<file path="src/rtl/jx2_if_pc_stage_if.sv">
// jx2_if_pc_stage_if: tile, redirect and decode signals of the fetch PC stage
// With JX2_IF_PERF_CNT_EN defined the bundle also carries the perf counters.
interface jx2_if_pc_stage_if;
  logic [63:0] icInPc;
  logic [47:0] icPcVal;
  logic [1:0]  icPcOK;
  logic [1:0]  icPcStep;
  logic        brTaken;
  logic [47:0] brAddr;
  logic        idValid;
  logic        idReady;
  logic [47:0] idOpWord;
  logic [1:0]  idOpLen;
  logic [47:0] idOpPc;
  logic        ifFault;
`ifdef JX2_IF_PERF_CNT_EN
  logic [31:0] ifCntOps;
  logic [31:0] ifCntHold;
  modport master (
    output icInPc, idValid, idOpWord, idOpLen, idOpPc, ifFault, ifCntOps, ifCntHold,
    input  icPcVal, icPcOK, icPcStep, brTaken, brAddr, idReady
  );
  modport slave (
    input  icInPc, idValid, idOpWord, idOpLen, idOpPc, ifFault, ifCntOps, ifCntHold,
    output icPcVal, icPcOK, icPcStep, brTaken, brAddr, idReady
  );
`else
  modport master (
    output icInPc, idValid, idOpWord, idOpLen, idOpPc, ifFault,
    input  icPcVal, icPcOK, icPcStep, brTaken, brAddr, idReady
  );
  modport slave (
    input  icInPc, idValid, idOpWord, idOpLen, idOpPc, ifFault,
    output icPcVal, icPcOK, icPcStep, brTaken, brAddr, idReady
  );
`endif
endinterface

</file>
<file path="src/rtl/jx2_if_pc_stage.sv">
// jx2_if_pc_stage: fetch PC owner feeding a 2-entry op queue toward decode
// Optional perf counters ifCntOps/ifCntHold are built when JX2_IF_PERF_CNT_EN is defined.
module jx2_if_pc_stage #(
  parameter logic [47:0] RESET_PC = 48'h0000_0000_0000
) (
  input logic clock,
  input logic reset,
  jx2_if_pc_stage_if.master bus
);
  typedef enum logic {RUN, FAULT} state_t;
  localparam logic [1:0] ST_OK = 2'b01;
  localparam logic [1:0] ST_FAULT = 2'b11;
  state_t state, stateNext;
  logic [47:0] pcReg, pcNext;
  logic [47:0] qWord [2];
  logic [1:0]  qLen [2];
  logic [47:0] qPc [2];
  logic [1:0]  count, countPop;
  logic pop, push, faultEv;
  assign bus.icInPc   = {16'h0, pcReg};
  assign bus.idValid  = count != 2'd0;
  assign bus.idOpWord = qWord[0];
  assign bus.idOpLen  = qLen[0];
  assign bus.idOpPc   = qPc[0];
  assign bus.ifFault  = state == FAULT;
  assign pop      = bus.idValid && bus.idReady;
  assign countPop = count - {1'b0, pop};
  always_comb begin
    push = state == RUN && bus.icPcOK == ST_OK && bus.icPcStep != 2'd0 &&
           (count != 2'd2 || pop) && !bus.brTaken;
    faultEv = state == RUN && (bus.icPcOK == ST_FAULT || (bus.icPcOK == ST_OK && bus.icPcStep == 2'd0));
    stateNext = bus.brTaken ? RUN : faultEv ? FAULT : state;
    pcNext = bus.brTaken ? {bus.brAddr[47:1], 1'b0} :
             push ? pcReg + {45'd0, bus.icPcStep, 1'b0} : pcReg;
  end
  // Pop shifts entry 1 down; a push then lands in the first free slot after the pop.
  always_ff @(posedge clock)
    if (reset) begin
      state <= RUN;
      pcReg <= {RESET_PC[47:1], 1'b0};
      count <= 2'd0;
      for (int i = 0; i < 2; i++) begin
        qWord[i] <= '0;
        qLen[i]  <= '0;
        qPc[i]   <= '0;
      end
    end else begin
      state <= stateNext;
      pcReg <= pcNext;
      count <= bus.brTaken ? 2'd0 : countPop + {1'b0, push};
      if (pop) begin
        qWord[0] <= qWord[1];
        qLen[0]  <= qLen[1];
        qPc[0]   <= qPc[1];
      end
      if (push) begin
        qWord[countPop[0]] <= bus.icPcVal;
        qLen[countPop[0]]  <= bus.icPcStep;
        qPc[countPop[0]]   <= pcReg;
      end
    end
`ifdef JX2_IF_PERF_CNT_EN
  logic [31:0] cntOps, cntHold;
  assign bus.ifCntOps  = cntOps;
  assign bus.ifCntHold = cntHold;
  always_ff @(posedge clock)
    if (reset) begin
      cntOps  <= '0;
      cntHold <= '0;
    end else begin
      if (push && ~&cntOps) cntOps <= cntOps + 32'd1;
      if (state == RUN && bus.icPcOK != ST_OK && ~&cntHold) cntHold <= cntHold + 32'd1;
    end
`endif
endmodule

</file>
<file path="src/flat_wrapper.sv">
// flat-port wrapper written by rule: the top's interface ports become plain ports
module jx2_if_pc_stage_flat 
#(
  parameter logic [47:0] RESET_PC = 48'h0000_0000_0000
)
  (clock, reset, bus_icInPc, bus_idValid, bus_idOpWord, bus_idOpLen, bus_idOpPc, bus_ifFault, bus_icPcVal, bus_icPcOK, bus_icPcStep, bus_brTaken, bus_brAddr, bus_idReady);
  jx2_if_pc_stage_if bus_i ();
  input logic clock;
  input logic reset;
  output wire logic [$bits(bus_i.icInPc)-1:0] bus_icInPc;
  output wire logic [$bits(bus_i.idValid)-1:0] bus_idValid;
  output wire logic [$bits(bus_i.idOpWord)-1:0] bus_idOpWord;
  output wire logic [$bits(bus_i.idOpLen)-1:0] bus_idOpLen;
  output wire logic [$bits(bus_i.idOpPc)-1:0] bus_idOpPc;
  output wire logic [$bits(bus_i.ifFault)-1:0] bus_ifFault;
  input wire logic [$bits(bus_i.icPcVal)-1:0] bus_icPcVal;
  input wire logic [$bits(bus_i.icPcOK)-1:0] bus_icPcOK;
  input wire logic [$bits(bus_i.icPcStep)-1:0] bus_icPcStep;
  input wire logic [$bits(bus_i.brTaken)-1:0] bus_brTaken;
  input wire logic [$bits(bus_i.brAddr)-1:0] bus_brAddr;
  input wire logic [$bits(bus_i.idReady)-1:0] bus_idReady;
  assign bus_icInPc = bus_i.icInPc;
  assign bus_idValid = bus_i.idValid;
  assign bus_idOpWord = bus_i.idOpWord;
  assign bus_idOpLen = bus_i.idOpLen;
  assign bus_idOpPc = bus_i.idOpPc;
  assign bus_ifFault = bus_i.ifFault;
  assign bus_i.icPcVal = bus_icPcVal;
  assign bus_i.icPcOK = bus_icPcOK;
  assign bus_i.icPcStep = bus_icPcStep;
  assign bus_i.brTaken = bus_brTaken;
  assign bus_i.brAddr = bus_brAddr;
  assign bus_i.idReady = bus_idReady;
  jx2_if_pc_stage #(.RESET_PC(RESET_PC)) u_core (.clock(clock), .reset(reset), .bus(bus_i));
endmodule
</file>
<file path="config.mk">
export PLATFORM = sky130hd
export DESIGN_NAME = jx2_if_pc_stage_flat
export DESIGN_NICKNAME = d
export VERILOG_FILES = /design/src/rtl/jx2_if_pc_stage_if.sv /design/src/rtl/jx2_if_pc_stage.sv /design/src/flat_wrapper.sv
export SDC_FILE = /design/constraint.sdc
export NUM_CORES = 1
export LEC_CHECK = 0
export CAP_MARGIN = 30
export CORE_ASPECT_RATIO = 0.8
export CORE_MARGIN = 1.5
export CORE_UTILIZATION = 54
export DETAILED_ROUTE_END_ITERATION = 6
export GPL_TIMING_DRIVEN = 0
export PLACE_DENSITY = 0.86
export SLEW_MARGIN = 20
export SYNTH_ARGS = -nofsm -noshare
export SYNTH_HDL_FRONTEND = slang
export SYNTH_SLANG_ARGS = --single-unit
</file>
<file path="constraint.sdc">
create_clock -name clock -period 10.1 [get_ports clock]
set_input_delay 1.01 -clock clock [delete_from_list [all_inputs] [get_ports clock]]
set_output_delay 1.01 -clock clock [all_outputs]
set_load 0.1 [all_outputs]
</file>
After elaboration in Yosys (flattened, before gate mapping)
Memories as Yosys holds them, arrays and structs flattened.
Index checks and enable logic that the tools add are counted.
{"block": "op_classes", "add_sub_neg": 3, "reduce_logical": 18, "n_eq_ne": 3, "shifts": 0, "bitwise": 4, "div": 0, "mux": 22, "n_lt_le_gt_ge": 0, "n_mul": 0}
{"operator": "$mux W48", "n": 6}
{"operator": "$reduce_or A48 Y1", "n": 2}
{"operator": "$add A48 B3 Y48", "n": 1}
{"operator": "$mux W1", "n": 14}
{"operator": "$logic_and A1 B1 Y1", "n": 7}
{"operator": "$reduce_bool A2 Y1", "n": 3}
{"operator": "$mux W2", "n": 2}
{"operator": "$reduce_or A2 Y1", "n": 2}
{"operator": "$or A1 B1 Y1", "n": 3}
{"operator": "$add A2 B1 Y2", "n": 1}
{"operator": "$eq A2 B1 Y1 const B", "n": 1}
{"operator": "$eq A2 B2 Y1 const B", "n": 1}
{"operator": "$logic_not A2 Y1", "n": 1}
{"operator": "$logic_or A1 B1 Y1", "n": 2}
{"operator": "$ne A2 B2 Y1 const B", "n": 1}
{"operator": "$sub A2 B1 Y2", "n": 1}
{"operator": "$logic_not A1 Y1", "n": 1}
{"operator": "$not A1 Y1", "n": 1}
{"block": "totals", "regBits": 51, "elab_cells": 57, "mem_bits_ro": 0, "out_inout_bits": 164, "memories": 3, "in_bits": 104, "latch_bits": 0, "ramBits": 196}
{"memory": "u_core.qPc", "depth": 2, "word_bits": 48, "read_ports": 2, "rd_ports_with_merged_regs": 0, "wr": 2, "line": "jx2_if_pc_stage.sv:17", "rtl": "logic [47:0] qPc [2];"}
{"memory": "u_core.qWord", "depth": 2, "word_bits": 48, "read_ports": 2, "rd_ports_with_merged_regs": 0, "wr": 2, "line": "jx2_if_pc_stage.sv:15", "rtl": "logic [47:0] qWord [2];"}
{"memory": "u_core.qLen", "depth": 2, "word_bits": 2, "read_ports": 2, "rd_ports_with_merged_regs": 0, "wr": 2, "line": "jx2_if_pc_stage.sv:16", "rtl": "logic [1:0] qLen [2];"}

Logic depth before layout (Yosys ltp)
Gate-level depths: netlist of run 1.
{"block": "depth", "ltp_word": 10, "ltp_mapped": 10, "mapped_depth_nobuf": 8}

Worst setup path after synthesis of run 1
No wires, ideal clock.
{"block": "synth_path", "path_kind": "in2reg", "from": "in bus_idReady", "to": "mem u_core.qLen[0][0], enable pin", "required_ns": 9.640, "arrival_time_ns": 4.412, "cell_stages": 7, "n_path_buf": 2, "setup_time_ns": 0.460, "slack_ns": 5.228, "path_cell_list": "and2_1 > ha_1 > inv_1 > nor3_2 > buf_2 > buf_2 > or3_1"}
{"item": "start, declared", "line": "flat_wrapper.sv:21", "rtl": "input wire logic [$bits(bus_i.idReady)-1:0] bus_idReady;"}
{"item": "end, declared", "line": "jx2_if_pc_stage.sv:16"}

==> results of run 1 <==
[power groups by stage]
stage          clock (mW)  sequential [mW]  combinational, mW
6_report            0.862             1.17              0.522
5_1_grt             0.907             1.18              0.538
4_1_cts             0.869             1.17              0.520
3_5_place_dp            0             1.19              0.519
3_3_place_gp            0             1.20              0.505
2_1_floorplan           0             1.45              0.104
[registers in the layout (all words and copies together) (netlist names)]
register            cells
u_core.qLen             4
u_core.qWord           96
u_core.pcReg           47
u_core.bus.ifFault      1
u_core.count            2
u_core.qPc             94
[per-stage QoR]
stage                     hold WS (ns)  area (µm²)  setup WS, ns  total power, mW    util
after global placement          0.4930       13920         3.030            1.702  0.6971
after CTS                       0.5279       14810         5.979            2.561  0.7414
final                           0.5365       14810         5.897            2.557  0.7414
after global routing            0.5614       14810         5.723            2.623  0.7414
after floorplan                 0.5451       11120         5.228            1.550       -
after detailed placement        0.5092       14060         5.431            1.711  0.7039
[cells in the mapped netlist (4+ instances only)]
library cell and count:
and3_1 97, nand4_1 21, buf_4 21, o21ai_1 8, inv_1 11, and2_1 11, a311oi_1 11, clkbuf_1 55
nor2_1 45, o211ai_1 7, nor3_1 10, or3_1 6, nor4_1 5, dfxtp_1 50, o21ai_0 97, o31ai_1 5
nand2_1 225, nand3_1 17, and4_1 5, a31oi_1 5, a21oi_1 8, edfxtp_1 194, ha_1 4, xnor2_1 9
buf_2 14, a211oi_1 21, xor2_1 19, or4_1 9
[how the worst max path moves through the flow]
stage / start / end / slack, ns / cells past startpoint
after CTS: bus_icPcStep[1] / u_core.qPc[1][42] / 5.98 / 7
after detailed placement: bus_icPcStep[1] / u_core.qWord[1][11] / 5.43 / 7
after floorplan: bus_idReady / u_core.qLen[0][0] / 5.23 / 7
after global routing: bus_icPcStep[1] / u_core.qPc[1][42] / 5.72 / 7
final: bus_icPcStep[1] / u_core.qPc[1][42] / 5.90 / 7
after global placement: bus_idReady / u_core.qWord[0][8] / 3.03 / 8
[final cells by class]
class | instances | share of cell area
inverter | 11 | 0.002788
tap | 264 | 0.02231
multi-input combinational | 700 | 0.2580
clock buffer | 35 | 0.04681
clock inverter | 11 | 0.003887
buffer | 92 | 0.02991
sequential | 244 | 0.4610
timing repair buffer | 252 | 0.1752
[per-layer routing]
| layer | track usage | wire [µm] | up-vias |
|---|---|---|---|
| met5 | 0 | 0 | - |
| met4 | 0.1047 | 977 | 0 |
| met3 | 0.07797 | 3557 | 79 |
| met2 | 0.4708 | 14780 | 607 |
| met1 | 0.3948 | 12550 | 4474 |
| li1 | - | - | 4297 |
[worst min-delay path, delay by kind of cell, from the launching register on]
| kind | cells | cell delay (ns) |
|---|---|---|
| simple gates | 1 | 0.08 |
| flops | 1 | 0.37 |
| compound gates | 1 | 0.05 |
[cell families (layout without fill, tap and decap cells)]
group | after synthesis | in the layout | share of synthesized area
xor gates and xnor gates | 28 | 28 | 0.02218
other | 1 | 18 | 0.0003392
DFF | 244 | 244 | 0.6175
adders and majority gates | 5 | 5 | 0.006338
AOI/OAI and AO/OA | 175 | 175 | 0.09484
buffers and inverters | 103 | 401 | 0.04380
and+or+nand+nor | 474 | 474 | 0.2150
==> run metrics, run 1 <==
clock network power share 0.337; residual DRC count 0; RR Endpoint u_core.qWord[0][39]; most frequent cells in the layout 247 x clkdlybuf4s50_1, 225 x nand2_1, 194 x edfxtp_1; Rel. slew slack 0.2961; Wirelength per Cell 19.80 µm; Final nets 1,435; Post-synth EDFFs 194; CTS sink cnt 244; worst-margin pin slew 1.053 ns; Final ANT Viol Nets 0; YS warnings 0; Layout Cells excl Fill 1,609; synthesized area per cell 10.73 µm²; Filler cells 1,338; detailed placement HPWL 22,190 µm; max cap viols 0; total number of vias 9,457; initial antenna violation count 0; LEAKAGE 5.490 nW; CTS tree done; Chip Width 163.0 µm; Sequential cell area 6827 µm²; clk slew on worst S/H paths 0.06 ns; Layout Area Growth over Synthesis 33.94%; hold_buf cts 0; crit-path max cell delay 0.72 ns; worst reg2reg path startpoint u_core.count[1]; reg2reg setup slack 6.21 ns; delay-heaviest family, CP buffers and inverters; Clock Skews 0.01118 ns; Arr. time, crit path 4.40 ns; Via-to-Cell Ratio 5.878; crit path cell chain clkdlybuf4s50_1 > o21ba_2 > nand3_1 > nor2_1 > clkbuf_1 > a21o_4 > buf_16; fmax 0.2379 GHz; input/output buffers 247; sequential power share 0.459; cts bufs inserted 25; Final Wtd Congestion 0.9181; layout cells sized above 1 0.06914; sequential share of the synthesized area 0.6175; # diodes 0; top cell type's share of synthesized area 0.5269; unrepaired setup endpoints after global routing no; Die Y 131.0 µm; worst hold start u_core.bus.ifFault; WS Path Type in2reg; Critical Path End Type register; Slowest-stage cell, CP a21o_4; crit path max fanout 51; ranking of synthesized cells by area edfxtp_1 53%, dfxtp_1 9.1%, nand2_1 7.6%; first-pass GRT wire length 48,550 µm; effective utilization at floorplan 0.5536; Most used DFF post-synth edfxtp_1; Buf/Inv on CP 3; Core Region 19,970 µm²; final count of pins violating max slew 0; Tcrit/Tclk final 0.4162; grt total ovfl 0; Post-synth ARST share 0; vias in the first global route 9,029; Synth Register Bits 244; gr usage total 0.2955; Max clock buf depth 3; Post-CTS Resized 0; HP Class reg2reg; Root Buffer clkbuf_16; hold depth 2; Final Hold Fails 0; I/O Pins 268; R2R cell count 9; Post-CTS Setup Bufs 0; startpoint type of the worst setup path primary input; Hold Path End u_core.bus.ifFault; Synth Cell Area 11,060 µm²; setup violators final 0; Crit path required time 10.30 ns; switching power 815.6 µW; FP Rows 46; status finished, final reports clean; Iter 0 DRT Violations 1,029; Routed WL 31,870 µm; placed insts 1,563; Internal 1.741 mW; Syn Inst Count 1,030; maximum vdd drop 0.1664 mV; pwr dens 172.7 nW/µm²; Logic pwr share 0.204; htree depth 1; leading area contributor after synthesis edfxtp_1; setup tns final 0 ns; drt first pass iters 7; largest net degree at the start of global routing 52; commonest non-fill, non-tap cell in the layout clkdlybuf4s50_1; Worst-Skew Late Latency 0.52 ns; switching share of total power 0.3190; post-synth cell types 56; multi-input gate area in the final layout 3821 µm²; die area 21,350 µm²; minimum clock period 4.203 ns
Note: power is estimated with default switching activity, not from simulation.
==> run 2, diff against run 1 <==
--- a/config.mk
+++ b/config.mk
@@ -8,10 +8,10 @@
 export CAP_MARGIN = 30
 export CORE_ASPECT_RATIO = 0.8
 export CORE_MARGIN = 1.5
-export CORE_UTILIZATION = 54
+export CORE_UTILIZATION = 50
 export DETAILED_ROUTE_END_ITERATION = 6
 export GPL_TIMING_DRIVEN = 0
-export PLACE_DENSITY = 0.86
+export PLACE_DENSITY = 0.81
 export SLEW_MARGIN = 20
 export SYNTH_ARGS = -nofsm -noshare
 export SYNTH_HDL_FRONTEND = slang
==> constraint.sdc (replaced) <==
create_clock -name clock -period 4.1 [get_ports clock]
set_input_delay 0.41 -clock clock [delete_from_list [all_inputs] [get_ports clock]]
set_output_delay 0.41 -clock clock [all_outputs]
set_load 0.1 [all_outputs]
==> run 2 against run 1 <==
Effect of this change:
- global-route usage fell by 2.0 points
- die area increased by 7.8%
- count of clock-buffer cells in the layout down 1
- cell area is 0.69% higher
- sequential power up 150%
- largest power group unchanged
- combinational power rose by 150%
- hold slack lost 0.070 ns
==> run metrics, run 2 (synthesized netlist as in run 1, its figures left out) <==
status finished, final reports clean; unrepaired setup endpoints after global routing no; CTS tree done; Regs by FF count u_core.qWord: 96 flops, u_core.qPc: 94 flops, u_core.pcReg: 47 flops; layout cells sized above 1 0.06984; clock network power share 0.354; input/output buffers 247; Max clock buf depth 3; Root Buffer clkbuf_16; switching share of total power 0.3136; WS Path Type reg2reg; drt first pass iters 5; final count of pins violating max slew 0; Final nets 1,437; Tcrit/Tclk final 0.9383; vias in the first global route 8,935; crit path cell chain or2_2 > and2_1 > ha_1 > inv_1 > nor3_4 > buf_2 > buf_2 > or3_4 > buf_16; final instance area 14,910 µm²; I/O Pins 268; detailed placement HPWL 22,160 µm; gr usage total 0.2753; Final Wtd Congestion 0.9082; Buf/Inv on CP 4; cts bufs inserted 26; maximum vdd drop 0.2858 mV; Rel. slew slack 0.3062; Routed WL 32,270 µm; Arr. time, crit path 4.05 ns; Largest register FFs 96; setup tns final 0 ns; FP Rows 48; initial antenna violation count 1; placed insts 1,574; Worst-Skew Late Latency 0.52 ns; Iter 0 DRT Violations 1,044; startpoint type of the worst setup path register; Core Region 21,620 µm²; HP Class in2reg; clk slew on worst S/H paths 0.06 ns; Slowest-stage cell, CP ha_1; Final ANT Viol Nets 0; Final Hold Fails 0; htree depth 1; Biggest register u_core.qWord; Clock Skews 0.008640 ns; GRT met3 Usage 0.05735; post-layout util 0.6896; residual DRC count 0; commonest non-fill, non-tap cell in the layout clkdlybuf4s50_1; Logic pwr share 0.199; setup violators final 0; die area 23,020 µm²; delay-heaviest family, CP simple AND/OR/NAND/NOR gates; GRT busiest layer met2; met2 usage 0.4294; Die Y 136 µm; LEAKAGE 5.530 nW; Layout Area Growth over Synthesis 34.87%; grt total ovfl 0; routing usage on met1 0.3874; Wirelength per Cell 19.90 µm; worst-margin pin slew 1.037 ns; first-pass GRT wire length 49,020 µm; effective utilization at floorplan 0.5113; pwr dens 433.5 nW/µm²; largest net degree at the start of global routing 54; Via-to-Cell Ratio 5.782; Top cell by count, worst path buf_2; Layout Cells excl Fill 1,622; fmax 0.2599 GHz; sequential power share 0.447; Crit path required time 4.30 ns; crit path max fanout 53; hold_buf cts 0; CTS sink cnt 244; Internal 4.436 mW; Chip Width 169.3 µm; Critical Path End Type register; switching power 2.027 mW; post-place instance area 14,090 µm²; crit-path max cell delay 0.49 ns; total chip power 6.463 mW; max cap viols 0; minimum clock period 3.847 ns; most frequent cells in the layout 247 x clkdlybuf4s50_1, 225 x nand2_1, 194 x edfxtp_1; total number of vias 9,378; Post-CTS Setup Bufs 0
[run 2: cell types whose count changed in the layout (fill, tap and decap cells not counted), moves of 2 or more]
| cell | previous run | this run |
|---|---|---|
| clkbuf_16 | 25 | 27 |
| clkbuf_8 | 3 | 0 |
| bufinv_16 | 0 | 2 |
| buf_16 | 3 | 5 |
| buf_12 | 2 | 0 |
[run 2: worst paths after layout]
kind,from,end,slack (ns),cells after the start
max,u_core.count[1],u_core.qWord[0][39],0.25,9
min,bus_brAddr[18],u_core.pcReg[18],0.47,3
max reg2reg,u_core.count[1],u_core.qWord[0][39],0.25,9
min reg2reg,u_core.bus.ifFault,u_core.bus.ifFault,0.55,2
[run 2: worst reg2reg max path: stages (launching register included)]
cell	delay, ns
dfxtp_1	0.34
or2_2	0.34
and2_1	0.23
ha_1	0.49
inv_1	0.19
nor3_4	0.42
buf_2	0.38
buf_2	0.35
or3_4	0.43
buf_16	0.33
[run 2: what timing repair did]
action,in CTS,in global routing
pin swaps,1,0
gates cloned,1,0
endpoints found under the setup margin,53,49
endpoints found under the hold margin,0,0
gates resized for setup,0,1
[run 2: routing by layer]
| metal | vias to the layer above | routed length (µm) | share of wire |
|---|---|---|---|
| met5 | - | 0 | 0 |
| met4 | 0 | 1023 | 0.032 |
| met3 | 80 | 3393 | 0.11 |
| met2 | 564 | 14660 | 0.45 |
| met1 | 4428 | 13200 | 0.41 |
| li1 | 4306 | - | - |
[run 2: area by class of cell]
| cell class | count | area [µm²] |
|---|---|---|
| tap | 275 | 344.1 |
| timing repair buffer | 252 | 2610 |
| clock buffer | 34 | 701.9 |
| multi-input combinational | 701 | 3835 |
| clock inverter | 12 | 106.4 |
| antenna | 1 | 2.502 |
| buffer | 92 | 442.9 |
| fill | 1641 | 6710 |
| sequential | 244 | 6827 |
| inverter | 11 | 41.29 |
[run 2: power by group through the flow]
stage                     Clock (mW)  Sequential (mW)  Combinational, mW
final                           2.29             2.89               1.29
after global routing            2.38             2.90               1.33
after CTS                       2.29             2.89               1.29
after detailed placement           0             2.94               1.28
after global placement             0             2.94               1.25
after floorplan                    0             3.56              0.257
[run 2: through the flow]
step                      worst slack (ns)  hold WS, ns
after CTS                           0.1582       0.4546
after global placement              -1.004       0.4926
after floorplan                     0.2715       0.5186
final                               0.2529       0.4668
after detailed placement           -0.1633       0.5190
after global routing                0.1282       0.4670
